--- src/rtl/mygo_chan_pkg.sv ---
// Shared sizing helpers and defaults for the mygo buffered channel.
package mygo_chan_pkg;

  localparam int MYGO_WIDTH_DEF = 32;
  localparam int MYGO_DEPTH_DEF = 4;

  // A one-entry channel still needs a 1-bit pointer to keep port widths legal.
  function automatic int mygo_ptr_w(input int depth);
    return (depth <= 2) ? 1 : $clog2(depth);
  endfunction

  function automatic int mygo_cnt_w(input int depth);
    return $clog2(depth + 1);
  endfunction

endpackage

--- src/rtl/mygo_chan_mem.sv ---
// Channel storage: one synchronous write port, one asynchronous read port, no reset on contents.
module mygo_chan_mem #(
  parameter int WIDTH = 32,
  parameter int DEPTH = 4,
  parameter int PTR_W = 2
) (
  input  logic             i_clk,
  input  logic             i_we,
  input  logic [PTR_W-1:0] i_waddr,
  input  logic [WIDTH-1:0] i_wdata,
  input  logic [PTR_W-1:0] i_raddr,
  output logic [WIDTH-1:0] o_rdata
);

  logic [WIDTH-1:0] r_mem [DEPTH];

  always_ff @(posedge i_clk) begin
    if (i_we) r_mem[i_waddr] <= i_wdata;
  end

  assign o_rdata = r_mem[i_raddr];

endmodule

--- src/rtl/mygo_chan_fifo.sv ---
// Buffered FWFT channel with Go-style close, occupancy flags and sticky misuse errors.
module mygo_chan_fifo
  import mygo_chan_pkg::*;
#(
  parameter int WIDTH      = MYGO_WIDTH_DEF,
  parameter int DEPTH      = MYGO_DEPTH_DEF,
  parameter int AFULL_LVL  = DEPTH - 1,
  parameter int AEMPTY_LVL = 1
) (
  input  logic                          i_clk,
  input  logic                          i_rst,
  input  logic [WIDTH-1:0]              i_in_data,
  input  logic                          i_in_valid,
  output logic                          o_in_ready,
  input  logic                          i_in_close,
  output logic [WIDTH-1:0]              o_out_data,
  output logic                          o_out_valid,
  input  logic                          i_out_ready,
  output logic                          o_out_closed,
  output logic [mygo_cnt_w(DEPTH)-1:0]  o_count,
  output logic                          o_almost_full,
  output logic                          o_almost_empty,
  output logic                          o_err_send_closed,
  output logic                          o_err_double_close
);

  localparam int PTR_W = mygo_ptr_w(DEPTH);
  localparam int CNT_W = mygo_cnt_w(DEPTH);
  localparam logic [CNT_W-1:0] L_FULL = CNT_W'(DEPTH);
  localparam logic [PTR_W-1:0] L_LAST = PTR_W'(DEPTH - 1);

  logic [PTR_W-1:0] r_wr_ptr;
  logic [PTR_W-1:0] r_rd_ptr;
  logic [CNT_W-1:0] r_count;
  logic             r_closed;
  logic             r_err_send_closed;
  logic             r_err_double_close;

  logic             w_push;
  logic             w_pop;
  logic             w_in_ready;
  logic             w_not_empty;
  logic [WIDTH-1:0] w_rdata;

  // in_ready depends only on registered state, so a pop never frees a slot for
  // a push in the same cycle when full.
  assign w_in_ready  = (r_count < L_FULL) && !r_closed;
  assign w_not_empty = (r_count != '0);
  assign w_push      = i_in_valid && w_in_ready;
  assign w_pop       = w_not_empty && i_out_ready;

  mygo_chan_mem #(
    .WIDTH (WIDTH),
    .DEPTH (DEPTH),
    .PTR_W (PTR_W)
  ) u_mem (
    .i_clk   (i_clk),
    .i_we    (w_push),
    .i_waddr (r_wr_ptr),
    .i_wdata (i_in_data),
    .i_raddr (r_rd_ptr),
    .o_rdata (w_rdata)
  );

  always_ff @(posedge i_clk) begin
    if (i_rst) begin
      r_wr_ptr           <= '0;
      r_rd_ptr           <= '0;
      r_count            <= '0;
      r_closed           <= 1'b0;
      r_err_send_closed  <= 1'b0;
      r_err_double_close <= 1'b0;
    end else begin
      if (w_push) r_wr_ptr <= (r_wr_ptr == L_LAST) ? '0 : r_wr_ptr + 1'b1;
      if (w_pop)  r_rd_ptr <= (r_rd_ptr == L_LAST) ? '0 : r_rd_ptr + 1'b1;

      if (w_push && !w_pop)      r_count <= r_count + 1'b1;
      else if (w_pop && !w_push) r_count <= r_count - 1'b1;

      if (i_in_close) r_closed <= 1'b1;
      if (i_in_valid && r_closed) r_err_send_closed  <= 1'b1;
      if (i_in_close && r_closed) r_err_double_close <= 1'b1;
    end
  end

  assign o_in_ready         = w_in_ready;
  assign o_out_valid        = w_not_empty;
  // Storage has no reset, so hide stale contents while empty.
  assign o_out_data         = w_not_empty ? w_rdata : '0;
  assign o_out_closed       = r_closed && !w_not_empty;
  assign o_count            = r_count;
  assign o_almost_full      = int'(r_count) >= AFULL_LVL;
  assign o_almost_empty     = int'(r_count) <= AEMPTY_LVL;
  assign o_err_send_closed  = r_err_send_closed;
  assign o_err_double_close = r_err_double_close;

endmodule

--- config.mk ---
export PLATFORM = sky130hd
export DESIGN_NAME = mygo_chan_fifo
export DESIGN_NICKNAME = d
export VERILOG_FILES = /design/src/rtl/mygo_chan_pkg.sv /design/src/rtl/mygo_chan_mem.sv /design/src/rtl/mygo_chan_fifo.sv
export SDC_FILE = /design/constraint.sdc
export NUM_CORES = 1
export LEC_CHECK = 0
export BUFFER_PORTS_ARGS = -buffer_cell sky130_fd_sc_hd__buf_2
export CORE_UTILIZATION = 35
export CTS_BUF_LIST = sky130_fd_sc_hd__clkbuf_2
export DETAILED_ROUTE_END_ITERATION = 16
export PLACE_DENSITY = 0.52
export SYNTH_ARGS = -nofsm -noshare
export SYNTH_HDL_FRONTEND = slang
export SYNTH_SLANG_ARGS = --single-unit
export TNS_END_PERCENT = 100
--- constraint.sdc ---
create_clock -name i_clk -period 2.46 [get_ports i_clk]
set_input_delay 0.246 -clock i_clk [delete_from_list [all_inputs] [get_ports i_clk]]
set_output_delay 0.246 -clock i_clk [all_outputs]
set_load 0.005 [all_outputs]
==> results of run 1 <==
==> flip-flops by register name, summed over array words and instances (netlist names), named ones only <==
signal and cells:
o_count 3, o_err_double_close 1, o_err_send_closed 1, r_closed 1, r_rd_ptr 2, r_wr_ptr 2
u_mem.r_mem 128
==> worst max-delay path: cells and delay by family (launching register included) <==
family / cells / cell delay [ns]
flops: 1 / 0.50
mux: 1 / 0.50
simple gates: 1 / 0.15
buf+inv: 2 / 0.32
==> worst paths after layout <==
kind | from | endpoint | slack (ns)
setup / recovery | flip-flop | o_out_data[29] | 0.11
hold / removal | i_in_data[22] | u_mem.r_mem[2][22]$_DFFE_PP_ | 0.32
setup reg to reg | o_count[0]$_SDFFE_PP0P_ | o_count[2]$_SDFFE_PP0P_ | 0.59
hold reg to reg | o_err_send_closed$_SDFFE_PP0P_ | o_err_send_closed$_SDFFE_PP0P_ | 0.49
==> layer usage <==
metal	GRT usage (%)	vias to the layer above	wire, um
li1	-	1359	-
met1	18.2	1513	5100
met2	22.3	63	5340
met3	4.48	5	392
met4	4.62	0	70
met5	0	-	0
==> cell families (layout without fill, tap and decap cells) <==
| group | after synthesis | after routing | share of synthesized area (%) |
|---|---|---|---|
| flops | 140 | 140 | 74.0 |
| simple gates | 58 | 58 | 6.08 |
| mux | 35 | 35 | 13.7 |
| fa+ha+maj | 11 | 11 | 2.50 |
| compound gates | 10 | 10 | 0.907 |
| buf+inv | 19 | 173 | 2.40 |
| xor+xnor | 2 | 2 | 0.318 |
==> stage by stage <==
stage,util (%),worst slack [ns],setup TNS (ns),instances
final,46.7,0.113,0,640
after global routing,46.7,-0.0558,-0.729,640
after CTS,45.0,-0.0340,-0.198,635
after detailed placement,40.5,0.511,0,564
after global placement,40.5,0.549,0,564
after floorplan,-,0.313,0,275
==> cell usage in the layout, fill, tap and decap left out, drive strengths merged <==
master	Yosys	routed
o21ai	4	4
nand2	1	1
buf	8	94
dlygate4sd3	0	37
nor4b	1	1
nor2b	1	1
clkinv	0	9
a21oi	6	6
nor2	14	14
xnor2	1	1
nor3b	2	2
edfxtp	128	128
bufinv	0	3
ha	11	11
mux4	32	32
mux2i	3	3
xor2	1	1
clkbuf	4	21
inv	7	7
and2	37	37
clkinvlp	0	2
dfxtp	12	12
or4	1	1
nand3	1	1
==> report_power, final <==
| part | internal [mW] | switching [mW] | total (mW) |
|---|---|---|---|
| sequential | 2.78 | 0.110 | 2.89 |
| clock | 0.553 | 0.784 | 1.34 |
| combinational | 1.41 | 0.959 | 2.36 |
| total | 4.74 | 1.85 | 6.59 |
==> area by class of cell <==
cell class | instances | area, um2
tap | 211 | 264
timing repair buffer | 134 | 1160
multi-input combinational | 116 | 1350
inverter | 7 | 28.8
clock buffer | 18 | 90.1
clock inverter | 14 | 153
sequential | 140 | 4100
fill | 1371 | 8170
==> timing repair <==
| item | 4_1_cts | 5_1_grt |
|---|---|---|
| hold buffers | 37 | 0 |
| buffers inserted | 1 | 1 |
| endpoints found under the hold margin | 140 | 0 |
| cloned | 1 | 4 |
| resized for setup | 14 | 45 |
| setup endpoints to repair | 33 | 32 |
| pin swaps | 0 | 26 |
==> reports/results.ini, run 1 <==
[run_status]
status=completed

[synthesis]
synth_area_leaders=edfxtp_1, mux4_2, dfxtp_1, and2_1, ha_1
syn_nets=323
syn_inst=275
synth_ff_type=edfxtp_1
yosys_warnings=0
ys_seq_elements=140
ys_top_cells_by_count=edfxtp_1, and2_1, mux4_2
synthArstFlopShare_pct=0
ys_types=24
synth_edf_count=128
yosys.area.top_type=edfxtp_1
synth.avg_cell_area_um2=20.1
yosysSeqAreaShare_pct=74.0
synth.most_common_cell=edfxtp_1
syn-cell-area_mm2=0.00552
synthDominantCellAreaShare_pct=69.7

[clocking]
cts_tree=done
cts_buffers=17
clock_latency_ns=0.66
htreeDepth=4
clk_path_buf_depth=2
cts_sinks=140
clock-root-buffer=clkbuf_2
path_clk_slew_ns=0.20

[global_route]
grt_max_degree=22
overflow=0
grt_use_total_pct=14.0
antenna_found_initial=0
grt_pass1_wl_um=16300
grt_pass1_vias=3020

[pwr]
p_per_area_mw_per_mm2=923
total_power_mw=6.59
cellLeakagePower_nw=2.56
peakVddDrop_mv=0.479

[sta]
post-route-min-period_ns=2.35
fin_crit_sh_pct=95.4
finalHoldWorstSlack_ns=0.318
relSlewSlack_pct=70.4
fin_skew_ns=0.0302
finalMaxSlewViolations=0
setup_viol=0
worst_pin_slew_ns=0.442
final_hold_viol_count=0
fmax_mhz=426
rsz0062_at_grt=yes

[detailed_routing]
drt-total-wl_um=10900
first_pass_iters=4
drtIter0Drc=161
antenna_left=0
remaining_drc_errors=0
vias_per_cell=4.59
routedWlPerCell_um=17.0
vias=2940

[setup_path]
worst_ep_arrival_time_ns=2.10
critPathKind=flip-flop to output port
ff2ff_path_depth=9
crit_slowest_cell=dfxtp_4
crit_required_ns=2.21
cp_cell_sequence=clkbuf_16, mux4_2, and2_1, buf_2
max_stage_delay_ns=0.50
cp-end-kind=output port
cp-start-kind=flip-flop
path_max_fanout=6

[placement]
place_area_mm2=0.00620
gp_congestion=0.730
port-buffer-count=78
hpwl_um=6270

[hold_path]
min_path_cells=2
hold_class=input pin to flip-flop

[die]
initial_core_util_pct=36.0
core_area_mm2=0.0153
dieArea_mm2=0.0163
boundaryPins=79
rows=45
die_w_um=128
die_h_um=128

[finish]
nets=464
final_area_mm2=0.00714
syn_to_final_growth_pct=29.5
drive_above_1_share_pct=44.1
diodes=0

[job]
max_cap_violations=0

Note: power is estimated with default switching activity, not from simulation.
==> run 2: changes to the inputs <==
--- a/config.mk
+++ b/config.mk
@@ -6,10 +6,12 @@
 export NUM_CORES = 1
 export LEC_CHECK = 0
 export BUFFER_PORTS_ARGS = -buffer_cell sky130_fd_sc_hd__buf_2
+export CELL_PAD_IN_SITES_DETAIL_PLACEMENT = 1
+export CELL_PAD_IN_SITES_GLOBAL_PLACEMENT = 2
 export CORE_UTILIZATION = 35
 export CTS_BUF_LIST = sky130_fd_sc_hd__clkbuf_2
 export DETAILED_ROUTE_END_ITERATION = 16
-export PLACE_DENSITY = 0.52
+export PLACE_DENSITY = 0.66
 export SYNTH_ARGS = -nofsm -noshare
 export SYNTH_HDL_FRONTEND = slang
 export SYNTH_SLANG_ARGS = --single-unit
==> run 2 against run 1 <==
Against the previous run: count of clock-buffer cells in the layout up 3; fmax about the same; hold slack worse by 0.020 ns; global-route usage up 0.90 points; sequential share of layout area down 0.55 points; flip-flop and latch count unchanged; largest power group unchanged; non-clock buffer count down 1; critical path type unchanged.
==> reports/results.ini, run 2 (synthesized netlist as in run 1, its figures left out) <==
[detailed_routing]
vias=2954  ; +0.48%
remaining_drc_errors=0  ; unchanged
drtIter0Drc=120  ; -25%
drt-total-wl_um=11400  ; +4.7%
antenna_left=0  ; unchanged
routedWlPerCell_um=17.9  ; +4.9%
first_pass_iters=4  ; unchanged
vias_per_cell=4.62  ; +0.63%

[placement]
gp_congestion=0.711  ; -2.6%
hpwl_um=6510  ; +3.8%
port-buffer-count=78  ; unchanged
place_area_mm2=0.00621  ; +0.20%

[die]
die_w_um=128  ; unchanged
initial_core_util_pct=36.0  ; unchanged
boundaryPins=79  ; unchanged
dieArea_mm2=0.0163  ; unchanged
die_h_um=128  ; unchanged
core_area_mm2=0.0153  ; unchanged
rows=45  ; unchanged

[hold_path]
hold_class=input pin to flip-flop

[setup_path]
critPathKind=flip-flop to output port
path_max_fanout=8  ; +2
worst_ep_arrival_time_ns=2.10  ; about the same
max_stage_delay_ns=0.50  ; about the same
crit_slowest_cell=mux4_2
critPathTopFamily=multiplexers
path_buf_inv=2  ; unchanged
cp_cell_sequence=clkbuf_16, mux4_2, and2_1, buf_2
cp-start-kind=flip-flop
cp-end-kind=output port
crit_required_ns=2.21  ; about the same

[global_route]
grt_pass1_vias=3080  ; +2.0%
grt_max_degree=33  ; +50%
grt_pass1_wl_um=17300  ; +6.2%
antenna_found_initial=0  ; unchanged
overflow=0  ; unchanged
grt_use_total_pct=14.9  ; +0.90 points

[pwr]
peakVddDrop_mv=0.367  ; -23%
p_per_area_mw_per_mm2=958  ; +3.8%
cellLeakagePower_nw=2.60  ; +1.4%

[sta]
fmax_mhz=426  ; about the same
fin_crit_sh_pct=95.4  ; about the same
worst_pin_slew_ns=0.444  ; +0.00283 ns
post-route-min-period_ns=2.35  ; +0.000426 ns
relSlewSlack_pct=70.4  ; about the same
setup_viol=0  ; unchanged
fin_skew_ns=0.0236  ; -0.00667 ns
final_hold_viol_count=0  ; unchanged
finalMaxSlewViolations=0  ; unchanged
rsz0062_at_grt=yes
tns_ns=0  ; unchanged

[clocking]
clock-root-buffer=clkbuf_2
clock_latency_ns=0.68  ; +0.02 ns
cts_buffers=17  ; unchanged
clk_path_buf_depth=2  ; unchanged
path_clk_slew_ns=0.20  ; about the same
htreeDepth=4  ; unchanged
cts_sinks=140  ; unchanged
cts_tree=done

[job]
max_cap_violations=0  ; unchanged

[finish]
layout_common_cells=edfxtp_1, buf_2, dlygate4sd3_1
largest_register=u_mem.r_mem
final_common_cell=edfxtp_1
final_util_pct=47.1  ; +0.45 points
nets=463  ; -0.22%
fill_cells=1515  ; +11%
largest_reg_flops=128  ; unchanged
diodes=0  ; unchanged
final_area_mm2=0.00721  ; +0.96%
drive_above_1_share_pct=45.3  ; +1.3 points
syn_to_final_growth_pct=30.8

[run_status]
status=completed

run 2: area by class of cell:
cell class	count	area [um2]	area share, %
clock buffer	21	105	1.46
clock inverter	11	190	2.64
inverter	7	33.8	0.468
multi-input combinational	116	1360	18.9
sequential	140	4100	56.8
tap	211	264	3.66
timing repair buffer	133	1160	16.1
run 2: metrics by stage:
stage	hold WS [ns]	cells	setup WS [ns]	power, mW
2_1_floorplan	0.345	275	0.313	3.95
3_3_place_gp	0.449	564	0.527	4.56
3_5_place_dp	0.461	564	0.417	4.57
4_1_cts	0.202	637	-0.0337	6.59
5_1_grt	0.191	639	-0.0754	7.29
6_report	0.299	639	0.112	6.91
run 2: power breakdown:
group / internal (mW) / switching, mW
logic: 1.47 / 0.964
registers: 2.78 / 0.103
clock network: 0.786 / 0.804
run 2: per-layer routing:
metal	GRT usage (%)	vias up	wire, um
met2	24.1	72	5620
met3	4.77	14	408
met1	19.0	1506	5240
li1	-	1362	-
met5	0	-	0
met4	5.04	0	144
run 2: worst register-to-register path, stage by stage, from the launching register on:
cell,delay (ns)
dfxtp_4,0.40
inv_4,0.04
ha_1,0.19
nor2b_4,0.14
inv_4,0.10
nand2_1,0.06
ha_1,0.37
nor4b_1,0.32
nor2_1,0.08
a21oi_1,0.12
run 2: path summary, 6_finish.rpt:
kind                                                         to  slack (ns)                             from  cells past startpoint
worst min-delay path               u_mem.r_mem[1][25]$_DFFE_PP_        0.30                    i_in_data[25]                      2
worst min register to register  o_err_double_close$_SDFFE_PP0P_        0.50  o_err_double_close$_SDFFE_PP0P_                      2
worst max-delay path                             o_out_data[19]        0.11                        flip-flop                      4
worst max register to register          o_count[2]$_SDFFE_PP0P_        0.58          o_count[0]$_SDFFE_PP0P_                      9
run 2: timing repair:
action	in CTS	in global routing
endpoints found under the hold margin	140	0
buffers inserted	3	0
hold buffers	37	0
gates cloned	1	2
resized for setup	23	43
pin swaps	1	27
setup endpoints to repair	33	32
==> run 3: changes to the inputs <==
--- a/config.mk
+++ b/config.mk
@@ -8,6 +8,7 @@
 export BUFFER_PORTS_ARGS = -buffer_cell sky130_fd_sc_hd__buf_2
 export CELL_PAD_IN_SITES_DETAIL_PLACEMENT = 1
 export CELL_PAD_IN_SITES_GLOBAL_PLACEMENT = 2
+export CORE_MARGIN = 3
 export CORE_UTILIZATION = 35
 export CTS_BUF_LIST = sky130_fd_sc_hd__clkbuf_2
 export DETAILED_ROUTE_END_ITERATION = 16
==> run 3 against run 2 <==
Against the previous run: sequential power about the same; hold slack better by 0.030 ns; highest routed layer unchanged; die area up 6.4%; largest power group unchanged; sequential share of layout area up 1.5 points; global-route usage down 1.5 points; combinational power down 8%; critical path depth unchanged.
==> reports/results.ini, run 3 (synthesized netlist as in run 1, its figures left out) <==
[die]
core_area_mm2=0.0153  ; unchanged
boundaryPins=79  ; unchanged
dieArea_mm2=0.0173  ; +6.4%
die_h_um=132  ; +3.1%
die_w_um=132  ; +3.1%
rows=45  ; unchanged
initial_core_util_pct=36.0  ; unchanged

[finish]
drive_above_1_share_pct=42.7  ; -2.6 points
seq_area_mm2=0.00410  ; unchanged
nets=459  ; -0.86%
final_area_mm2=0.00702  ; -2.6%
final_common_cell=edfxtp_1
fill_cells=1513  ; -0.13%
layout_common_cells=edfxtp_1, buf_2, dlygate4sd3_1
largest_register=u_mem.r_mem
diodes=0  ; unchanged
multi_input_area_mm2=0.00135  ; -1.0%
syn_to_final_growth_pct=27.3
largest_reg_flops=128  ; unchanged

[pwr]
total_power_mw=6.36  ; -8.0%
cellLeakagePower_nw=2.51  ; -3.4%
p_per_area_mw_per_mm2=905  ; -5.5%
p_switching_mw=1.82  ; -2.9%
switching_share_pct=28.6  ; +1.5 points
peakVddDrop_mv=0.327  ; -11%
intPower_mw=4.54  ; -9.9%
seq_power_share_pct=44.9  ; +3.2 points
p_comb_share_pct=35.5  ; +0.2 points
clkPwrFrac_pct=19.6  ; -3.4 points

[clocking]
htreeDepth=4  ; unchanged
path_clk_slew_ns=0.19  ; about the same
cts_buffers=17  ; unchanged
cts_sinks=140  ; unchanged
cts_tree=done
clk_path_buf_depth=2  ; unchanged
clock_latency_ns=0.66  ; -0.02 ns
clock-root-buffer=clkbuf_2

[sta]
relSlewSlack_pct=68.5  ; -1.9 points
rsz0062_at_grt=yes
setup_slack_ns=0.126  ; +0.0138 ns
fin_skew_ns=0.0364  ; +0.0129 ns
tns_ns=0  ; unchanged
final_hold_viol_count=0  ; unchanged
fmax_mhz=428  ; +0.59%
fin_crit_sh_pct=94.9  ; -0.56 points
finalMaxSlewViolations=0  ; unchanged
setup_viol=0  ; unchanged
post-route-min-period_ns=2.33  ; -0.0138 ns
worst_pin_slew_ns=0.471  ; +0.0267 ns

[detailed_routing]
drtIter0Drc=182  ; +52%
remaining_drc_errors=0  ; unchanged
vias=2905  ; -1.7%
antenna_left=0  ; unchanged
vias_per_cell=4.57  ; -1.0%
routed-wl-met3_um=532  ; +30%
route.met2.wl_um=5480  ; -2.4%
met1_length_um=4870  ; -7.1%
first_pass_iters=5  ; +1
drt-total-wl_um=11000  ; -3.7%
routedWlPerCell_um=17.3  ; -3.1%
top_layer_used=met4

[global_route]
overflow=0  ; unchanged
grt_pass1_wl_um=17500  ; +0.96%
grt_pass1_vias=3238  ; +5.1%
grt_use_total_pct=13.4  ; -1.5 points
grt_max_degree=24  ; -27%
antenna_found_initial=0  ; unchanged

[setup_path]
ff2ff_setup_slack_ns=0.59  ; about the same
cp_cell_sequence=buf_4, mux4_2, and2_1, buf_2
critPathKind=flip-flop to output port
r2r-start=o_count[1]$_SDFFE_PP0P_
cp-start-kind=flip-flop
crit_required_ns=2.21  ; about the same
path_buf_inv=2  ; unchanged
path_max_fanout=5  ; -3
crit_slowest_cell=mux4_2
cp-end-kind=output port
ff2ff_path_depth=9  ; unchanged
r2r_end=o_count[2]$_SDFFE_PP0P_
max_stage_delay_ns=0.53  ; +0.03 ns
worst_ep_arrival_time_ns=2.09  ; about the same
critPathTopFamily=multiplexers

[placement]
hpwl_um=6800  ; +4.6%
port-buffer-count=78  ; unchanged
place_area_mm2=0.00622  ; +0.16%
place_worst_setup_slack_ns=0.461  ; +0.0439 ns
gp_congestion=0.689  ; -3.1%

[run_status]
status=completed

[hold_path]
min_path_cells=2  ; unchanged
holdPathEnd=u_mem.r_mem[1][25]$_DFFE_PP_
hold_start=i_in_data[25]
hold_class=input pin to flip-flop

[job]
max_cap_violations=0  ; unchanged

==> run 3: cell count changes in the layout (fill, tap and decap cells not counted), moves of 2 or more <==
cell and change:
buf_4 -2, buf_2 +4, bufinv_16 -3, and2_4 -7
and2_1 +7, inv_4 -2, buf_6 -4, clkinv_2 +4
clkbuf_2 -2, inv_2 +2, clkbuf_16 -2
==> run 3: what timing repair did <==
item,CTS,global route
cloned,1,0
buffers inserted,3,0
endpoints found under the setup margin,33,32
hold buffers,37,0
endpoints found under the hold margin,140,0
pin swaps,7,1
gates resized for setup,15,32
==> run 3: area by class of cell <==
class                           count  share of cell area, %
Clock inverter                     13                   1.76
Timing Repair Buffer              129                   15.2
Clock buffer                       19                   1.35
Inverter                            7                  0.410
Sequential cell                   140                   58.3
Multi-Input combinational cell    116                   19.2
Tap cell                          211                   3.76
==> run 3: per-layer routing <==
| metal | track usage, % | vias to the layer above |
|---|---|---|
| li1 | - | 1360 |
| met1 | 17.2 | 1466 |
| met2 | 21.5 | 72 |
| met3 | 4.10 | 7 |
| met4 | 5.25 | 0 |
| met5 | 0 | - |
==> run 3: how the worst max path moves through the flow <==
stage                                       start                       to  depth (start not counted)
after global placement    o_count[0]$_SDFFE_PP0P_  o_count[2]$_SDFFE_PP0P_                          9
after CTS                               flip-flop           o_out_data[28]                          4
after detailed placement  o_count[0]$_SDFFE_PP0P_  o_count[2]$_SDFFE_PP0P_                          9
after floorplan           o_count[0]$_SDFFE_PP0P_  o_count[2]$_SDFFE_PP0P_                         10
after global routing                    flip-flop           o_out_data[28]                          4
final                                   flip-flop           o_out_data[28]                          4
==> run 3: through the flow <==
stage                     utilization [%]  hold WS [ns]  instances
final                                45.9         0.329        635
after global routing                 45.9         0.209        635
after CTS                            45.0         0.217        635
after detailed placement             40.6         0.461        562
after global placement               40.6         0.455        562
after floorplan                         -         0.345        275
==> run 3: power groups by stage <==
stage	combinational, mW	sequential, mW	clock (mW)
final	2.25	2.85	1.25
after global routing	2.48	2.87	1.42
after CTS	2.04	2.86	1.32
after detailed placement	1.71	2.93	0
after global placement	1.69	2.92	0
after floorplan	1.07	2.87	0
